**src/rtl/zero_run_pkg.sv**
```systemverilog
// Purpose: shared types and helpers for the zero-run token decoder.
// Latency: n/a (package only).
// Backpressure: n/a (package only).
package zero_run_pkg;

    // Widest word any instance is expected to rebuild; sizes the token struct.
    localparam int ZR_MAX_W  = 256;
    localparam int ZR_MAX_CW = $clog2(ZR_MAX_W) + 1;

    // Output stage occupancy: EMPTY_OUT holds nothing, FULL_OUT holds a word.
    localparam logic [0:0] ZR_EMPTY_OUT = 1'b0;
    localparam logic [0:0] ZR_FULL_OUT  = 1'b1;

    // Token count width: one more bit than a bit index so that a count equal
    // to the full word width is representable.
    function automatic int zr_cw(input int dw);
        return $clog2(dw) + 1;
    endfunction

    // Bit i of the one-hot for run end position s. Positions at or past the
    // word width produce no bit, so an exactly-full run sets nothing.
    function automatic logic zr_onehot(input int s, input int i, input int dw);
        return (i == s) && (s < dw);
    endfunction

    // One token: "count zeros, then a one"; last closes the current word.
    typedef struct packed {
        logic [ZR_MAX_CW-1:0] count;
        logic                 last;
    } zr_token_t;

endpackage

```
**src/rtl/zero_run_place.sv**
```systemverilog
// Purpose: places one zero-run token into the partial word (pure combinational).
// Latency: 0 cycles.
// Backpressure: none; the caller decides when the result is committed.
//
// Ports:
//   acc      - partial word built so far
//   pos      - next free bit position
//   count    - zero-run length of the incoming token
//   acc_next - partial word with this token's one-bit placed (if it fits)
//   pos_next - position after this token (meaningful only when !full)
//   trunc    - run ran past the MSB, bits were lost
//   full     - no free position remains after this token
module zero_run_place
    import zero_run_pkg::*;
#(
    parameter  int DATA_WIDTH = 32,
    localparam int CW         = zr_cw(DATA_WIDTH),
    localparam int PW         = $clog2(DATA_WIDTH)
) (
    input  logic [DATA_WIDTH-1:0] acc,
    input  logic [PW-1:0]         pos,
    input  logic [CW-1:0]         count,
    output logic [DATA_WIDTH-1:0] acc_next,
    output logic [PW-1:0]         pos_next,
    output logic                  trunc,
    output logic                  full
);

    localparam logic [CW:0] DW_S = (CW+1)'(DATA_WIDTH);

    // End-of-run position, one bit wider than the count so it never wraps.
    logic [CW:0] s;

    always_comb begin
        s        = (CW+1)'(pos) + (CW+1)'(count);
        trunc    = (s > DW_S);
        full     = ((s + (CW+1)'(1)) >= DW_S);
        // Only consumed when !full, i.e. s+1 < DATA_WIDTH, so the narrow
        // add cannot overflow in the cases that matter.
        pos_next = pos + count[PW-1:0] + PW'(1);
        for (int i = 0; i < DATA_WIDTH; i++) begin
            acc_next[i] = acc[i] | zr_onehot(int'(s), i, DATA_WIDTH);
        end
    end

endmodule

```
**src/rtl/zero_run_decoder.sv**
```systemverilog
// Purpose: rebuilds DATA_WIDTH-bit words, LSB first, from zero-run tokens.
// Latency: word registered on the edge that accepts its closing token.
// Backpressure: in_ready = !out_valid || out_ready; full rate when unstalled.
//
// Ports:
//   clk, resetn          - clock, asynchronous active-low reset
//   in_valid/in_ready    - token handshake; in_count = run length, in_last closes word
//   out_valid/out_ready  - word handshake; dout = word, out_trunc = bits lost past MSB
module zero_run_decoder
    import zero_run_pkg::*;
#(
    parameter  int DATA_WIDTH = 32,
    localparam int CW         = zr_cw(DATA_WIDTH)
) (
    input  logic                  clk,
    input  logic                  resetn,
    input  logic                  in_valid,
    output logic                  in_ready,
    input  logic [CW-1:0]         in_count,
    input  logic                  in_last,
    output logic                  out_valid,
    input  logic                  out_ready,
    output logic [DATA_WIDTH-1:0] dout,
    output logic                  out_trunc
);

    localparam int PW = $clog2(DATA_WIDTH);

    logic [DATA_WIDTH-1:0] acc;
    logic [PW-1:0]         pos;
    logic                  trunc_acc;
    logic [0:0]            out_state;

    logic [DATA_WIDTH-1:0] acc_next;
    logic [PW-1:0]         pos_next;
    logic                  tok_trunc;
    logic                  tok_full;
    logic                  accept;
    logic                  complete;

    zero_run_place #(
        .DATA_WIDTH (DATA_WIDTH)
    ) u_place (
        .acc      (acc),
        .pos      (pos),
        .count    (in_count),
        .acc_next (acc_next),
        .pos_next (pos_next),
        .trunc    (tok_trunc),
        .full     (tok_full)
    );

    assign out_valid = (out_state == ZR_FULL_OUT);
    // Only combinational input-to-output path in the block.
    assign in_ready  = !out_valid || out_ready;
    assign accept    = in_valid && in_ready;
    assign complete  = accept && (in_last || tok_full);

    // Accumulator: a completing token clears state on the same edge that
    // hands the finished word to the output register.
    always_ff @(posedge clk or negedge resetn) begin
        if (!resetn) begin
            acc       <= '0;
            pos       <= '0;
            trunc_acc <= 1'b0;
        end else if (accept) begin
            if (complete) begin
                acc       <= '0;
                pos       <= '0;
                trunc_acc <= 1'b0;
            end else begin
                acc       <= acc_next;
                pos       <= pos_next;
                trunc_acc <= trunc_acc | tok_trunc;
            end
        end
    end

    // Output stage. A completion can only happen while in_ready is high, so
    // a stalled word is never overwritten; completion during a drain reloads
    // the register and keeps FULL_OUT for back-to-back words.
    always_ff @(posedge clk or negedge resetn) begin
        if (!resetn) begin
            out_state <= ZR_EMPTY_OUT;
            dout      <= '0;
            out_trunc <= 1'b0;
        end else if (complete) begin
            out_state <= ZR_FULL_OUT;
            dout      <= acc_next;
            out_trunc <= trunc_acc | tok_trunc;
        end else if (out_valid && out_ready) begin
            out_state <= ZR_EMPTY_OUT;
        end
    end

endmodule

```
**config.mk**
```make
export PLATFORM = sky130hd
export DESIGN_NAME = zero_run_decoder
export DESIGN_NICKNAME = d
export VERILOG_FILES = /design/src/rtl/zero_run_pkg.sv /design/src/rtl/zero_run_place.sv /design/src/rtl/zero_run_decoder.sv
export SDC_FILE = /design/constraint.sdc
export NUM_CORES = 1
export LEC_CHECK = 0
export ABC_AREA = 0
export CAP_MARGIN = 10
export CORE_UTILIZATION = 50
export DETAILED_ROUTE_END_ITERATION = 12
export GPL_TIMING_DRIVEN = 0
export HOLD_SLACK_MARGIN = 0.06
export PLACE_DENSITY = 0.73
export SYNTH_ARGS = -nofsm -noshare
export SYNTH_HDL_FRONTEND = slang
export SYNTH_SLANG_ARGS = --single-unit
```
**constraint.sdc**
```tcl
create_clock -name clk -period 3.3 [get_ports clk]
set_input_delay 0.495 -clock clk [delete_from_list [all_inputs] [get_ports clk]]
set_output_delay 0.495 -clock clk [all_outputs]
set_load 0.01 [all_outputs]
```
# Yosys cells after proc, flatten, opt, wreduce, memory -nomap -nowiden
# Index checks and enable logic that the tools add are counted.
# Widths: inputs -> output; s select.
# word_totals
ff_bits	72
output_inout_bits	35
wordCells	122
# classes
add_sub_neg	4
order_cmp	3
eq_ne	31
n_mux	5
n_bitwise	33
reduce_logical	40
# ops
cell	count
$eq 6x7->1 const A	16
$eq 5x7->1 const A	8
$logic_and 1x1->1	35
$or 1x1->1	33
$mux 32	1
$eq 4x7->1 const A	4
$eq 3x7->1 const A	2
$add 5x6->7	1
$add 7x1->7 const B	1
$eq 2x7->1 const A	1
$ge 7x6->1 const B	1
$gt 7x6->1 const B	1
$logic_not 7->1	1
$lt 7x6->1 const B	1
$add 5x1->5 const B	1
$add 5x5->5	1
$mux 5	1
$mux 1	3
$logic_or 1x1->1	2
$reduce_bool 2->1	1
$logic_not 1->1	1

# Depth between registers and ports, before layout
# depth
word_depth	6
depth_mapped	12
mapped_depth_nobuf	9

# By module
# From an unflattened synthesis, not the netlist that was laid out.
# hier_totals
cells_unflattened	345
hier_area_um2	3774.9
# modules_own_cells
mod	n_inst	cells_each	area_per_inst_um2	seq_area_each_um2
zero_run_decoder	1	245	2912.8	1801.7
zero_run_place	1	100	862.1	0.0

# Worst setup path after synthesis
# No wires, ideal clock.
# synth_timing
path_kind	input -> register
startpoint	in in_count[0]
endpoint	reg dout[22]
setup_ps	125
t_arrival_ps	2663
required_time_ps	3175
slack_ps	512
cell_stages	10
n_path_buf	1
path_cell_list	ha_1 > inv_1 > fa_1 > nand2b_2 > a21o_4 > xnor2_1 > a311oi_4 > nor2_4 > buf_6 > mux2_4
# synth_via
elab_chain_cells	5
# synth_rtl
item	line	text
from (decl)	zero_run_decoder.sv:19	input logic [CW-1:0] in_count,
$add 5x6->7 *	zero_run_place.sv:35	s = (CW+1)'(pos) + (CW+1)'(count);
$add 7x1->7	zero_run_place.sv:37	full = ((s + (CW+1)'(1)) >= DW_S);
$ge 7x6->1	zero_run_place.sv:37	
$logic_or 1x1->1	zero_run_decoder.sv:57	assign complete = accept && (in_last || tok_full);
$logic_and 1x1->1	zero_run_decoder.sv:57	
to (signal assigned)	zero_run_decoder.sv:89	dout <= acc_next;
to (decl)	zero_run_decoder.sv:23	output logic [DATA_WIDTH-1:0] dout,
# Mark *: on every way between the ends. The rest lies on a longest branch, timed or not.
# A chain may end at the register's enable or synchronous reset.

# Final worst setup path
# layout_timing
startpoint	in in_count[0]
endpoint	reg dout[11]
# The elaborated chain is that of the path after synthesis.

==> out/results.ini <==
[timing]
hold_viol_final = 0
rsz0062_at_grt = false
fin_skew_ns = 0.0113
finalCritPeriodShare_pct = 96.7
post-route-min-period_ns = 3.19
fmax_mhz = 313
setup_violations = 0
maxSlewHeadroom_pct = 41.1
slew_violations = 0
worstMarginPinSlew_ns = 0.884
setup_tns_ns = 0

[global_route]
grt_pass1_vias = 2776
grt_usage_pct = 23.6
grt_util_met3_pct = 4.81
use_met1_pct = 33.5
busiest_layer = met2
grt_pass1_wl_mm = 13.8
antenna_found_initial = 0
overflow = 0
grt_max_degree = 73
grt_use_met2_pct = 36.6

[cts]
clkTransAtPathRegs_ns = 0.08
clock_sinks = 72
htree_levels = 3
insertion_delay_ns = 0.35
postCtsHoldBufs = 0
clk_root_buffer_cell = clkbuf_8
cts_buffer_depth = 2
tritoncts = yes
cts_made_buffers = 9

[critical_path]
arrival_ns = 3.44
crit_fanout = 10
worstRegToRegCells = 10
cp_top_family = simple AND/OR/NAND/NOR gates
cp_slowest_cell = nor2_1
r2r-end = dout[11]
path_cells = clkdlybuf4s50_1 -> ha_2 -> inv_1 -> fa_1 -> buf_2 -> nor4bb_1 -> and4_1 -> a31oi_2 -> nor2_1 -> a21oi_1 -> o31ai_1
critPathKind = input pin to flop
crit_path_start_kind = input pin
endpoint_kind = flop
cp_num_buf_inv = 3
crit_required_ns = 3.55
r2r_setup_slack_ns = 0.39
reg2reg_from = pos[0]
worst_path_largest_cell_delay_ns = 0.52

[yosys]
synthCells = 365
synth_top_family_by_area = compound AO/OA/AOI/OAI gates
synth_simple_gate_area_share_pct = 13.1
syn_area_um2 = 3700
ys_async_sr_fraction_pct = 100
ys.warnings.count = 0
synthXorXnorAreaFrac_pct = 1.42
syn_nets = 384
synth_top_flop_cell = dfrtp_1
synth_edf_count = 0
yosys.area.top_type_share_pct = 48.7
yosysUniqueCellTypes = 49
muxShareOfSynthArea_pct = 6.53
synth_area_leaders = dfrtp_1 49%, a21oi_1 7.4%, nor2_1 5.2%, mux2_4 3.7%, a21o_1 3.0%
synth_fa_ha_area_share_pct = 3.11
avgSynthCellArea_um2 = 10.1
ys_seq_elements = 72
synth_compound_area_share_pct = 22.1
synth_largest_area_cell = dfrtp_1
ys_seq_area_share_pct = 48.7

[place]
port-buffer-count = 45
place_inst = 506
gp_congestion = 0.888
placed_area_um2 = 4270
post-dp-hpwl_mm = 5.82

[status]
status = completed

[worst_hold_path]
hp-class = input pin to async pin

[cells_and_area]
antenna_cells = 0
final_cell_mix = 72 x dfrtp_1, 55 x a21oi_1, 48 x nor2_1
final_util_pct = 65.4
drive_gt1_share_pct = 15.6
nets = 443
fin_cells = 525
final_cell_area_um2 = 4570
area_growth_pct = 23.5
final_common_cell = dfrtp_1

[floorplanning]
io_pins = 46
start_util_pct = 53.0
die_area_um2 = 7740
core_um2 = 6980
num_rows = 30
die_y_um = 88.0
chipWidth_um = 88.0

[detailed_routing]
first_pass_iters = 4
dr.first_iter.drc_count = 159
drc = 0
vias = 2916
routed_wl_mm = 8.24
viasPerCell = 5.55
wl_per_cell_um = 15.7
antenna_left = 0

[power]
power.leakage_nw = 2.12
power.density_nw_per_um2 = 580
ir_drop_mv = 0.389

[job]
drv_cap = 0

==> registers in the layout (all words and copies together), names as in the netlist <==
name       count
dout          32
out_trunc      1
pos            5
trunc_acc      1
out_valid      1
acc           32
==> cell type report <==
cell class              count  area (um^2)
repair buffers             48          470
clock buffers              10          128
fillers                   584         2410
multi-input cells         257         1740
plain buffers              22          136
inverters                  14         52.6
flip-flops and latches     72         1800
clock inverters             6          115
well taps                  96          120
==> cells in the mapped netlist, types with 2 or more instances <==
| cell | n |
|---|---|
| nor3_1 | 9 |
| nor4_1 | 2 |
| a21o_1 | 15 |
| o22ai_1 | 3 |
| o31ai_1 | 14 |
| buf_4 | 5 |
| buf_2 | 8 |
| mux2_4 | 9 |
| nor2_4 | 2 |
| ha_1 | 6 |
| dfrtp_1 | 72 |
| o221a_2 | 2 |
| a31oi_1 | 5 |
| a21oi_1 | 55 |
| o21ai_0 | 18 |
| nand2b_1 | 8 |
| clkbuf_1 | 6 |
| xnor2_1 | 5 |
| mux2_2 | 5 |
| nor2_1 | 51 |
| nor2b_1 | 7 |
| inv_1 | 14 |
| a22o_1 | 4 |
| nand2_1 | 6 |
| buf_6 | 3 |
| mux2i_1 | 5 |
| nand3_1 | 3 |
| fa_1 | 2 |
==> worst max-delay path by stage <==
stage,cells after the start,start,end
floorplan,10,in_count[0],dout[22]
global placement,1,resetn,dout[23]
detailed placement,11,in_count[0],dout[24]
CTS,11,in_count[0],dout[27]
global route,10,in_count[0],dout[30]
finish,11,in_count[0],dout[11]
==> routing by layer <==
layer	part of all wire, %	vias to the layer above
met5	0	-
met4	1.4	0
met3	4.5	13
met2	45	79
met1	49	1399
li1	-	1425
==> kinds of logic after synthesis <==
family,after synthesis
buf+inv,36
mux,19
flops,72
compound gates,126
xor+xnor,6
fa+ha+maj,8
simple gates,98
==> metrics by stage <==
step	hold WS [ns]	total power [W]	worst slack, ns
final	0.261	0.00265	0.109
after floorplan	0.199	0.00153	0.512
after detailed placement	0.484	0.00179	-0.371
after global placement	0.476	0.00177	-0.662
after global routing	0.339	0.00278	0.00168
after CTS	0.298	0.00264	0.0177
==> power by group <==
| group | internal (W) | switching, W |
|---|---|---|
| clock network | 0.000506 | 0.000338 |
| logic | 0.000342 | 0.000459 |
| registers | 0.000959 | 0.0000441 |
==> what timing repair did <==
action / in CTS / in global routing
pin swaps: 1 / 2
setup endpoints to repair: 9 / 59
buffers inserted: 2 / 1
gates resized for setup: 0 / 9
(Power assumes the default switching activity.)
